File: src/rtl/cbb_rs_forward.sv
// cbb_rs_forward: forward register slice for one valid/ready stream.
// Registers valid and data toward the consumer. The ready path back to the
// producer stays combinational, so the slice sustains one beat per clock
// with one cycle of latency and a capacity of one beat.
module cbb_rs_forward #(
  parameter int P_DATA_WIDTH = 32
) (
  input  logic                    i_clk,
  input  logic                    i_rstn,
  input  logic                    slv_i_valid,
  input  logic [P_DATA_WIDTH-1:0] slv_i_data,
  output logic                    slv_o_ready,
  output logic                    mst_o_valid,
  output logic [P_DATA_WIDTH-1:0] mst_o_data,
  input  logic                    mst_i_ready
);

  logic                    valid_q, valid_d;
  logic [P_DATA_WIDTH-1:0] data_q,  data_d;
  logic                    load;

  // Accept when the stage is empty or is being drained this edge; never in reset.
  assign slv_o_ready = ~i_rstn & (~valid_q | mst_i_ready);
  assign load        = slv_i_valid & slv_o_ready;

  // Next-state: refill or drain on ready, capture payload only on a real transfer.
  always_comb begin
    // NOTE: defaults first so every path assigns valid_d/data_d and no latch is inferred.
    valid_d = valid_q;
    data_d  = data_q;
    if (slv_o_ready) valid_d = slv_i_valid;
    if (load)        data_d  = slv_i_data;
  end

  // Storage stage; reset is active-high on i_rstn and acts without a clock edge.
  always_ff @(posedge i_clk or posedge i_rstn) begin
    if (i_rstn) begin
      valid_q <= 1'b0;
      // NOTE: the payload register is reset too, so mst_o_data reads 0 out of reset.
      data_q  <= '0;
    end else begin
      // NOTE: non-blocking updates keep every flop sampling pre-edge values.
      valid_q <= valid_d;
      data_q  <= data_d;
    end
  end

  assign mst_o_valid = valid_q;
  assign mst_o_data  = data_q;

endmodule

File: config.mk
export PLATFORM = sky130hd
export DESIGN_NAME = cbb_rs_forward
export DESIGN_NICKNAME = d
export VERILOG_FILES = /design/src/rtl/cbb_rs_forward.sv
export SDC_FILE = /design/constraint.sdc
export NUM_CORES = 1
export LEC_CHECK = 0
export CAP_MARGIN = 5
export CORE_ASPECT_RATIO = 0.5
export CORE_MARGIN = 5
export CORE_UTILIZATION = 40
export DETAILED_ROUTE_END_ITERATION = 12
export GPL_TIMING_DRIVEN = 0
export PLACE_DENSITY = 0.8
export REMOVE_ABC_BUFFERS = 1
export SLEW_MARGIN = 20
export SYNTH_ARGS = -nofsm -noshare
export SYNTH_HDL_FRONTEND = slang
export SYNTH_SLANG_ARGS = --single-unit
File: constraint.sdc
create_clock -name i_clk -period 1.55 [get_ports i_clk]
set_input_delay 0.3875 -clock i_clk [delete_from_list [all_inputs] [get_ports i_clk]]
set_output_delay 0.3875 -clock i_clk [all_outputs]
set_load 0.05 [all_outputs]
==> results.yml <==
yosys:
  avgSynthCellArea_um2: 18.77
  netlist.area_leader.share_pct: 57.89
  synth.distinct_cells: 11
  synth_top_family_by_area: "multiplexers"
  ys_seq_area_share_pct: 57.89
  synth-simple-area-share_pct: 3.860
  synthCells: 76
  synthAdderAreaFrac_pct: 0
  yosysTopAreaCell: "dfrtp_1"
  synth_area_um2: 1426
  synth_compound_area_share_pct: 0.3509
  ys_seq_elements: 33
  yosysWarnings: 0
  synth_area_leaders: "dfrtp_1 58%, mux2_4 32%, buf_12 4.2%"
  muxShareOfSynthArea_pct: 33.16
  synth-xor-area-share_pct: 0
drt:
  dr.pass1.iters: 3
  drt_iter0_drc: 34
  avgViaCountPerCell: 4.447
  wirelength_um: 3661
  wire_per_inst_um: 17.60
  vias: 925
  drc: 0
  ant_nets: 0
cts:
  hold_buffers: 0
  path_clk_slew_ns: 0.06
  cts_buffers: 5
  cts-root-buf: "clkbuf_8"
  h-tree-depth: 2
  cts_tree: "built"
  clockBufferDepth: 2
  insertion_delay_ns: 0.28
  cts.sinks: 33
global_routing:
  use_met3_pct: 3.874
  grtUsageMet1_pct: 17.80
  top_usage_layer: "met2"
  grt_pass1_vias: 1041
  grt_start_max_net_pins: 34
  met2_usage_pct: 28.87
  grt_pass1_wl_um: 5644
  grt.total_usage_pct: 15.86
  antenna_found_initial: 0
  globalRouteOverflowTotal: 0
floorplan:
  die_y_um: 52.23
  io_pins: 70
  initial_utilization_pct: 41.53
  dieArea_um2: 4933
  fp.coreArea_um2: 3435
  die_w_um: 94.45
  placementRows: 15
timing:
  setup_viol: 0
  worst_slew_pin_slew_ns: 0.6945
  slew_violations: 0
  skew_ns: 0.003007
  fmax_mhz: 659.5
  max_slew_margin_pct: 53.63
  period_needed_ns: 1.516
  setup-tns-final_ns: 0
  fin_crit_sh_pct: 97.82
  fin_ws_ns: 0.03375
  hold_viol: 0
placement:
  dp.final_hpwl_um: 2418
  pre_cts_ws_ns: -0.7577
  placed_cell_area_um2: 2121
  place_congestion: 0.6598
  port-buffer-count: 69
setup_path:
  slowest_stage: "clkdlybuf4s15_1"
  arrival_ns: 1.13
  slowest_delay_ns: 0.51
  crit_chain: "clkdlybuf4s15_1"
  cp_max_fo: 2
  crit_required_ns: 1.16
  crit_path_end_kind: "output port"
  cp.buffers_inverters: 1
  crit_family: "buffers and inverters"
  start_kind: "flip-flop"
  critPathKind: "reg2out"
power:
  power.density_nw_per_um2: 1403
  finalPower_mw: 3.071
  irDropWorstVdd_v: 0.0004277
  p_leak_nw: 1.037
cells_and_area:
  layout-drive-gt1-share_pct: 50.96
  antenna_cells: 0
  nNetsFinal: 193
  syn2layout_area_growth_pct: 53.42
  fin_area_um2: 2188
run:
  drv_cap: 0
status:
  run_status: "completed"
min_path:
  hold_class: "in2async"
-- metal layers --
layer / part of all wire (%) / vias to the layer above
met4: 2.2 / 0
met1: 38 / 474
li1: - / 422
met3: 3.4 / 7
met5: 0 / -
met2: 56 / 22
-- logic make-up after synthesis --
family | after synthesis
buffers and inverters | 5
flip-flops | 33
multiplexers | 32
AO/OA/AOI/OAI | 1
AND/OR/NAND/NOR | 5
-- cell usage in the layout, fill, tap and decap left out, drive strengths merged --
cell,Yosys,routed
dlygate4sd2,0,2
dfrtp,33,33
mux2,32,32
clkbuf,0,32
clkdlybuf4s15,0,8
clkdlybuf4s50,0,33
nand2,1,1
nor2b,1,1
o21ai,1,1
inv,2,2
nand2b,1,1
buf,3,8
nor2,2,3
-- state kept, by name, summed over array words and instances (netlist names) --
register and flops:
mst_o_valid 1, mst_o_data 32
-- cell usage after synthesis --
cell       n
dfrtp_1   33
nand2b_4   1
mux2_2     2
nand2_1    1
buf_12     3
mux2_4    30
nor2b_4    1
nor2_1     1
inv_1      2
nor2_8     1
o21ai_0    1
-- cell type report --
| cell class | instances | area, µm² |
|---|---|---|
| Fill cell | 268 | 1246 |
| Sequential cell | 33 | 825.8 |
| Timing Repair Buffer | 76 | 658.1 |
| Multi-Input combinational cell | 39 | 546.8 |
| Clock buffer | 7 | 86.33 |
| Tap cell | 51 | 63.81 |
| Inverter | 2 | 7.507 |
-- metrics by stage --
step	hold slack, ns	util, %	instances
after detailed placement	0.4917	61.75	193
after floorplan	0.5164	-	73
after CTS	0.4409	66.96	208
after global routing	0.4930	63.72	208
after global placement	0.4905	61.75	193
final	0.4288	63.72	208
-- path summary, 6_finish.rpt --
check	slack [ns]	end	depth (start not counted)	from
setup / recovery	0.03	mst_o_data[9]	1	mst_o_data[9]
hold / removal	0.43	mst_o_valid	2	i_rstn
setup reg to reg	0.11	mst_o_data[16]	5	mst_o_valid
hold reg to reg	0.51	mst_o_data[23]	1	mst_o_data[23]
max in group asynchronous	0.68	mst_o_data[28]	2	i_rstn
min in group i_clk	0.51	mst_o_data[23]	1	mst_o_data[23]
-- report_power, final --
part / internal (mW) / leakage [nW] / switching (mW)
clock: 0.352 / 0.0443 / 0.289
combinational: 0.469 / 0.605 / 0.829
sequential: 1.03 / 0.388 / 0.100
total: 1.85 / 1.04 / 1.22
-- what timing repair did --
item | in CTS | in global routing
pin swaps | 2 | 0
endpoints found under the hold margin | 0 | 0
resized for setup | 71 | 33
cloned | 1 | 0
setup buffers | 7 | 0
endpoints found under the setup margin | 66 | 28
(Power assumes the default switching activity.)
